<file path="src/rtl/ascon_serial_loader.sv">
// rtl/ascon_serial_loader.sv - serial-to-parallel frame loader and start handshake for the ASCON core
//
// Purpose: deserialises four MSB-first serial lanes into key/nonce/AD/data
// registers over a MAX-cycle frame, then issues a one-cycle start pulse on a
// rising edge of start_i and holds off new frames until the core is ready.
//
// Optional macro: ASCON_LOADER_SYNC_EN puts a 2-flop synchroniser on every
// pin input except core_ready_i (adds exactly 2 cycles to every pin latency).
//
// Ports:
//   clk, rst_n                   clock, asynchronous active-low reset
//   load_i                       serial bit valid
//   key_si/nonce_si/ad_si/data_si serial lanes, MSB first
//   start_i, decrypt_i           start request (edge), mode select
//   core_ready_i                 core done indication
//   key_o/nonce_o/ad_o/data_o    assembled fields
//   decrypt_o                    mode latched at start
//   start_o                      one-cycle start pulse
//   armed_o/busy_o/err_o         frame ready / core running / sticky error
module ascon_serial_loader #(
  parameter int K   = 128,
  parameter int NW  = 128,
  parameter int L   = 40,
  parameter int Y   = 104,
  parameter int MAX = ((K > NW ? K : NW) > (L > Y ? L : Y)) ? (K > NW ? K : NW) : (L > Y ? L : Y),
  parameter int CW  = $clog2(MAX + 1)
) (
  input  logic          clk,
  input  logic          rst_n,
  input  logic          load_i,
  input  logic          key_si,
  input  logic          nonce_si,
  input  logic          ad_si,
  input  logic          data_si,
  input  logic          start_i,
  input  logic          decrypt_i,
  input  logic          core_ready_i,
  output logic [K-1:0]  key_o,
  output logic [NW-1:0] nonce_o,
  output logic [L-1:0]  ad_o,
  output logic [Y-1:0]  data_o,
  output logic          decrypt_o,
  output logic          start_o,
  output logic          armed_o,
  output logic          busy_o,
  output logic          err_o
);

  typedef enum logic [1:0] {IDLE, LOAD, ARMED, BUSY} state_t;

  localparam logic [CW-1:0] LAST_IDX = CW'(MAX - 1);

  state_t        state, state_nxt;
  logic [CW-1:0] cnt;
  logic          load, key_b, nonce_b, ad_b, data_b, start_b, dec_b;
  logic          start_q;
  logic          start_edge;
  logic          sample;
  logic          err_set, err_clr;

`ifdef ASCON_LOADER_SYNC_EN
  logic [6:0] sync1, sync2;

  always_ff @(posedge clk or negedge rst_n) begin
    if (!rst_n) begin
      sync1 <= '0;
      sync2 <= '0;
    end else begin
      sync1 <= {load_i, key_si, nonce_si, ad_si, data_si, start_i, decrypt_i};
      sync2 <= sync1;
    end
  end

  assign {load, key_b, nonce_b, ad_b, data_b, start_b, dec_b} = sync2;
`else
  assign {load, key_b, nonce_b, ad_b, data_b, start_b, dec_b} =
         {load_i, key_si, nonce_si, ad_si, data_si, start_i, decrypt_i};
`endif

  assign start_edge = start_b & ~start_q;
  assign sample     = load & ((state == IDLE) | (state == LOAD));

  // Start edges outside ARMED and bits arriving while ARMED/BUSY are protocol errors.
  assign err_set = (start_edge & (state != ARMED)) |
                   (load & ((state == ARMED) | (state == BUSY)));
  assign err_clr = (state == IDLE) & load;

  always_ff @(posedge clk or negedge rst_n) begin
    if (!rst_n) state <= IDLE;
    else        state <= state_nxt;
  end

  always_comb begin
    state_nxt = state;
    case (state)
      IDLE:  if (load) state_nxt = LOAD;
      LOAD:  if (load && cnt == LAST_IDX) state_nxt = ARMED;
      ARMED: if (start_edge) state_nxt = BUSY;
      // core_ready_i is ignored while the start pulse is still on the wire
      BUSY:  if (core_ready_i && !start_o) state_nxt = IDLE;
      default: state_nxt = IDLE;
    endcase
  end

  always_comb begin
    armed_o = (state == ARMED);
    busy_o  = (state == BUSY);
  end

  always_ff @(posedge clk or negedge rst_n) begin
    if (!rst_n) begin
      cnt       <= '0;
      key_o     <= '0;
      nonce_o   <= '0;
      ad_o      <= '0;
      data_o    <= '0;
      decrypt_o <= 1'b0;
      start_o   <= 1'b0;
      err_o     <= 1'b0;
      start_q   <= 1'b0;
    end else begin
      start_q <= start_b;
      start_o <= (state == ARMED) & start_edge;
      if ((state == ARMED) && start_edge) decrypt_o <= dec_b;

      if (err_set)      err_o <= 1'b1;
      else if (err_clr) err_o <= 1'b0;

      if (sample) begin
        cnt <= (state == LOAD && cnt == LAST_IDX) ? '0 : cnt + 1'b1;
        // Shorter lanes stop shifting once their width is reached so the
        // first bit ends up in the MSB.
        if (int'(cnt) < K)  key_o   <= {key_o[K-2:0], key_b};
        if (int'(cnt) < NW) nonce_o <= {nonce_o[NW-2:0], nonce_b};
        if (int'(cnt) < L)  ad_o    <= {ad_o[L-2:0], ad_b};
        if (int'(cnt) < Y)  data_o  <= {data_o[Y-2:0], data_b};
      end
    end
  end

endmodule

</file>
<file path="config.mk">
export PLATFORM = sky130hd
export DESIGN_NAME = ascon_serial_loader
export DESIGN_NICKNAME = d
export VERILOG_FILES = /design/src/rtl/ascon_serial_loader.sv
export SDC_FILE = /design/constraint.sdc
export NUM_CORES = 1
export LEC_CHECK = 0
export CAP_MARGIN = 30
export CORE_ASPECT_RATIO = 1.1
export CORE_UTILIZATION = 45
export DETAILED_ROUTE_END_ITERATION = 7
export DONT_BUFFER_PORTS = 1
export GPL_ROUTABILITY_DRIVEN = 1
export GPL_TIMING_DRIVEN = 0
export PLACE_DENSITY_LB_ADDON = 0.25
export SYNTH_ARGS = -nofsm -noshare
export SYNTH_HDL_FRONTEND = slang
export SYNTH_SLANG_ARGS = --single-unit
export TNS_END_PERCENT = 50
</file>
<file path="constraint.sdc">
create_clock -name clk -period 4.7 [get_ports clk]
set_input_delay 0.705 -clock clk [delete_from_list [all_inputs] [get_ports clk]]
set_output_delay 0.705 -clock clk [all_outputs]
set_load 0.01 [all_outputs]
</file>
== Word level (Yosys, flattened, before mapping) ==
Index checks and enable logic that the tools add are counted.

* Flip-flop bits (word level): 414
* Bits in latches: 0
* Bits in writable memories: 0
* Bits in read-only memories: 0
* Bits of input ports: 10
* Output and inout port bits: 405
* Word-level logic and storage cells: 52
* Memories kept: 0

* Add/subtract/negate cells: 1
* Multiply operators: 0
* Div/mod/pow operators: 0
* Magnitude comparators: 3
* Equal/unequal tests: 9
* Shifts and indexed selects: 0
* Multiplexer cells: 8
* Bitwise operators: 10
* Reduce and logical (&&, ||, !) cells: 11

{| class="wikitable"
|+ Operators by type and width
! cell !! number
|-
| 8-bit by 1-bit adder with 8-bit output, second input constant || 1
|-
| 8-bit by 7-bit equality test with 1-bit output, second input constant || 1
|-
| 8-bit by 6-bit less-than comparator with 1-bit output, second input constant || 1
|-
| 8-bit by 7-bit less-than comparator with 1-bit output, second input constant || 1
|-
| 8-bit less-than comparator, second input constant || 1
|-
| 2-bit two-way mux || 4
|-
| 8-bit two-way mux || 1
|-
| 2-bit one-hot mux with 4 select lines || 1
|-
| 1-bit bitwise AND || 6
|-
| 2-bit by 1-bit inequality test with 1-bit output, second input constant || 3
|-
| 2-bit AND reduction || 3
|-
| 2-bit equality test, second input constant || 2
|-
| 1-bit logical AND || 4
|-
| 2-bit inequality test, second input constant || 2
|-
| 4-bit AND reduction || 1
|-
| 1-bit bitwise OR || 3
|-
| 2-bit by 1-bit equality test with 1-bit output, second input constant || 1
|-
| 2-bit logical NOT || 1
|-
| 1-bit two-way mux || 2
|-
| 2-bit nonzero test || 1
|-
| 1-bit logical NOT || 1
|-
| 1-bit NOT || 1
|}

== Longest topological paths before layout ==
* Depth in word-level cells: 5
* Gate-level depth with buffers: 9
* Mapped depth without buffers: 6

== Worst setup path before layout ==
OpenSTA, ideal clock, no wires.

* Kind: reg2reg
* From: register state[1]
* To: register data_o[43]
* Setup time: 0.127 ns
* Data arrival time: 1.839 ns
* Required time: 4.573 ns
* Setup slack: 2.733 ns
* Stages on the path, launching flop included: 10
* Buffers on the path: 3
* Period minus slack after synthesis: 1.967 ns
* Cell sequence: dfrtp_1 inv_1 ha_1 o21ai_4 nor2_2 o31a_1 buf_2 buf_6 buf_6 mux2_1

* Word-level cells in the longest chain between the ends: 4
* Elaborated cells between the ends (all ways): 5
* Those cells by class: 1 x eq/ne; 2 x bitwise; 2 x reduce/logical

{| class="wikitable"
|+ Ends and longest elaborated chain
! what !! RTL line !! source
|-
| start, declared || 53 || <nowiki>state_t state, state_nxt;</nowiki>
|-
| start signal, assigned || 90 || <nowiki>else state <= state_nxt;</nowiki>
|-
| 2-bit by 1-bit equality test with 1-bit output / 2-bit logical NOT (equally long branches) || 81 || <nowiki>assign sample = load & ((state == IDLE) | (state == LOAD));</nowiki>
|-
| 1-bit bitwise OR (*) || 81 ||
|-
| 1-bit bitwise AND (*) || 81 ||
|-
| 2-bit AND reduction (no line) (*) || - ||
|-
| end, declared || 41 || <nowiki>output logic [Y-1:0] data_o,</nowiki>
|}

Mark *: on every way between the ends. The rest lies on a longest branch, timed or not.
A chain may end at the register's enable or synchronous reset.

== Worst setup path after layout ==
* From: register state[0]
* To: register data_o[89]

The elaborated chain is that of the path after synthesis.

==> flow_summary.ini <==
[global_route]
first_global_vias = 7923
grt.total_usage_pct = 16.8
grt_first_pass_wirelength_um = 46000
grt_start_max_net_pins = 415
grt-ovfl-total = 0
initial_antenna_violation_count = 0

[timing]
finalCriticalPeriod_ns = 2.50
final_max_slew_viol_count = 0
maxClockFrequency_mhz = 400
fin_setup_tns_ns = 0
clock-skew-final_ns = 0.0103
rsz0062_at_grt = no
finalHoldWorstSlack_ns = -0.133
final_min_period_over_clock_period_pct = 53.1
report.final.setup_viol = 0
max-slew-margin-rel_pct = 23.6
timing_hold_violations_final = 165
timing_worst_slew_pin_value_ns = 1.15

[power]
cellPowerDensity_mw_per_mm2 = 521
vdd_drop_max_mv = 0.365
static-leakage-power_nw = 8.79

[setup_path]
crit_type = flop to flop
critical-path-slowest-cell = sky130_fd_sc_hd__dfrtp_1
setup.worst_path.end_class = flop
crit_top_cell = sky130_fd_sc_hd__buf_6
cp_slowest_stage_delay_ns = 0.40
worst-endpoint-arrival_ns = 2.91
worstPathMaxFanout = 10
path_cells = inv_1 > ha_1 > o21ai_4 > nor2_2 > o31a_1 > buf_2 > buf_6 > buf_6 > mux2_1
critical_path.reg2reg.startpoint = state[0]
crit_start = state[0]
worst_ep_required_time_ns = 5.11
start_kind = flop

[final_layout]
share_of_post_route_cells_with_drive_strength_above_1_pct = 45.6
insertedDiodeCount = 0
finalInstanceArea_mm2 = 0.0175
area_growth_syn_to_layout_pct = 12.9
nNetsFinal = 978

[routing]
detailedRoute.firstIterationViolations = 301
routed_wire_length_per_instance_um = 21.0
antenna_left = 0
routed_wirelength_um = 30000
via_per_inst = 5.34
drt-pass1-iter-count = 6
dr_total_vias = 7646
drt_drc_violations_left = 49

[synthesis]
post_synth_num_cell_types = 30
synthMostInstantiatedCell = sky130_fd_sc_hd__dfrtp_1
yosysWarnings = 0
cell_area_after_synthesis_mm2 = 0.0155
synthCells = 917
edff_count_synth = 0
synth_async_sr_flop_share_pct = 100
ys_seq_area_share_pct = 66.7
dominantRegCellSynth = sky130_fd_sc_hd__dfrtp_1
synthDominantAreaCellType = sky130_fd_sc_hd__dfrtp_1
yosys.area.top_type_share_pct = 66.7
synth_nets = 933
post_synth_most_frequent_cells = sky130_fd_sc_hd__dfrtp_1, sky130_fd_sc_hd__mux2_2, sky130_fd_sc_hd__mux2_1, sky130_fd_sc_hd__buf_2, sky130_fd_sc_hd__nor2_1
ys_ff_latch = 414
leading_cell_types_by_total_area_after_synthesis = sky130_fd_sc_hd__dfrtp_1, sky130_fd_sc_hd__mux2_2, sky130_fd_sc_hd__mux2_1
postSynthAreaPerCell_um2 = 16.9

[die]
die-width_um = 179
num_rows = 71
design.portCount = 415
start_util_pct = 45.6
floorplan.die_area_mm2 = 0.0353
core_region_area_mm2 = 0.0341
die_height_um = 197

[clocking]
post-cts-setup-buffer-count = 0
tritoncts = built
clockBufferDepth = 3
clkSinkCount = 414
numCtsBuffers = 43
clockRootBuffer = sky130_fd_sc_hd__clkbuf_16
cts.reportedPaths.clkPinSlew_ns = 0.06
maximum_level_of_the_cts_h_tree = 2
clock_insertion_delay_worst_skew_ns = 0.54
number_of_instances_resized_during_post_cts_repair = 0

[outcome]
violations = design-rule violations, negative hold slack
status = finished, violations left

[placement]
detailed_place.area_mm2 = 0.0161
numPortBuffers = 0
dpl.hpwl_um = 20600
gp_congestion = 0.757

[run]
max_cap_violations = 0

[hold_path]
min-delay-path-class = primary input to async pin
## layout by cell type (no fill, tap or decap), types with 2 or more instances in the layout
master | netlist | layout
sky130_fd_sc_hd__inv_1 | 5 | 5
sky130_fd_sc_hd__clkbuf_16 | 0 | 45
sky130_fd_sc_hd__buf_6 | 7 | 7
sky130_fd_sc_hd__clkbuf_8 | 0 | 10
sky130_fd_sc_hd__clkinv_2 | 0 | 7
sky130_fd_sc_hd__buf_2 | 37 | 37
sky130_fd_sc_hd__nor3_1 | 2 | 2
sky130_fd_sc_hd__o21ai_0 | 3 | 3
sky130_fd_sc_hd__o2111ai_1 | 2 | 2
sky130_fd_sc_hd__clkinvlp_4 | 0 | 2
sky130_fd_sc_hd__mux2_2 | 339 | 339
sky130_fd_sc_hd__clkbuf_1 | 0 | 10
sky130_fd_sc_hd__nand2_1 | 7 | 7
sky130_fd_sc_hd__bufinv_16 | 0 | 3
sky130_fd_sc_hd__nand4_1 | 3 | 3
sky130_fd_sc_hd__dfrtp_1 | 414 | 414
sky130_fd_sc_hd__ha_1 | 6 | 6
sky130_fd_sc_hd__mux2_1 | 63 | 63
sky130_fd_sc_hd__nor2_1 | 8 | 8
sky130_fd_sc_hd__xnor2_1 | 5 | 5
## sequential cells by signal, indices dropped and copies added, names as in the netlist
name and flops:
start_o 1, cnt 8, state 2, key_o 128, ad_o 40, data_o 104
decrypt_o 1, err_o 1, start_q 1, nonce_o 128
## final timing paths
kind                                to  slack (ns)  depth (start not counted)
max                         data_o[89]        2.20                          9
min                         data_o[56]       -0.13                          0
max reg2reg                 data_o[89]        2.20                          9
min reg2reg                     cnt[6]        0.52                          1
max in group asynchronous  nonce_o[39]        3.89                          0
min in group clk               start_q        0.20                          0
## critical path, delay by kind of cell (launching register included)
| kind | cells | cell delay (ns) |
|---|---|---|
| simple gates | 1 | 0.35 |
| compound gates | 2 | 0.33 |
| buf+inv | 4 | 0.67 |
| fa+ha+maj | 1 | 0.30 |
| flops | 1 | 0.40 |
| mux | 1 | 0.33 |
## through the flow
step / power (mW) / worst slack [ns] / util [%] / hold slack (ns) / instances
final: 9.13 / 2.20 / 51.4 / -0.133 / 1433
after global routing: 9.56 / 2.01 / 51.4 / -0.164 / 1433
after CTS: 9.28 / 2.10 / 51.4 / -0.174 / 1433
after detailed placement: 5.80 / 2.10 / 47.2 / 0.415 / 1355
after global placement: 5.75 / 2.17 / 47.2 / 0.417 / 1355
after floorplan: 5.43 / 2.73 / - / 0.409 / 917
## layout make-up
cell class / instances / area (um2)
Clock buffer: 65 / 1300
Inverter: 5 / 18.8
Fill cell: 2925 / 16600
Multi-Input combinational cell: 454 / 4900
Clock inverter: 13 / 149
Tap cell: 438 / 548
Buffer: 44 / 264
Sequential cell: 414 / 10400
## power breakdown
| part | total, mW | switching (mW) | internal [mW] |
|---|---|---|---|
| logic | 0.793 | 0.271 | 0.522 |
| clock network | 3.42 | 1.34 | 2.08 |
| registers | 4.92 | 0.829 | 4.09 |
## cell families (layout without fill, tap and decap cells)
family / count (synthesis) / after routing / synth area share, %
adder cells (fa/ha/maj): 6 / 6 / 0.483
AND/OR/NAND/NOR: 25 / 25 / 0.797
buffers and inverters: 49 / 127 / 1.82
AO/OA/AOI/OAI: 14 / 14 / 0.701
flip-flops: 414 / 414 / 66.7
XOR/XNOR: 6 / 6 / 0.338
multiplexers: 403 / 403 / 29.2
## metal layers
metal  wire length, um  vias to the layer above  share of wire [%]  track usage (%)
met5                 0                        -                  0                0
met4               969                        0                3.2             6.82
met3              3740                       59                 12             8.16
met2             14600                      286                 48             27.1
met1             10800                     3955                 36             18.8
li1                  -                     3346                  -                -
Note: power is estimated with default switching activity, not from simulation.
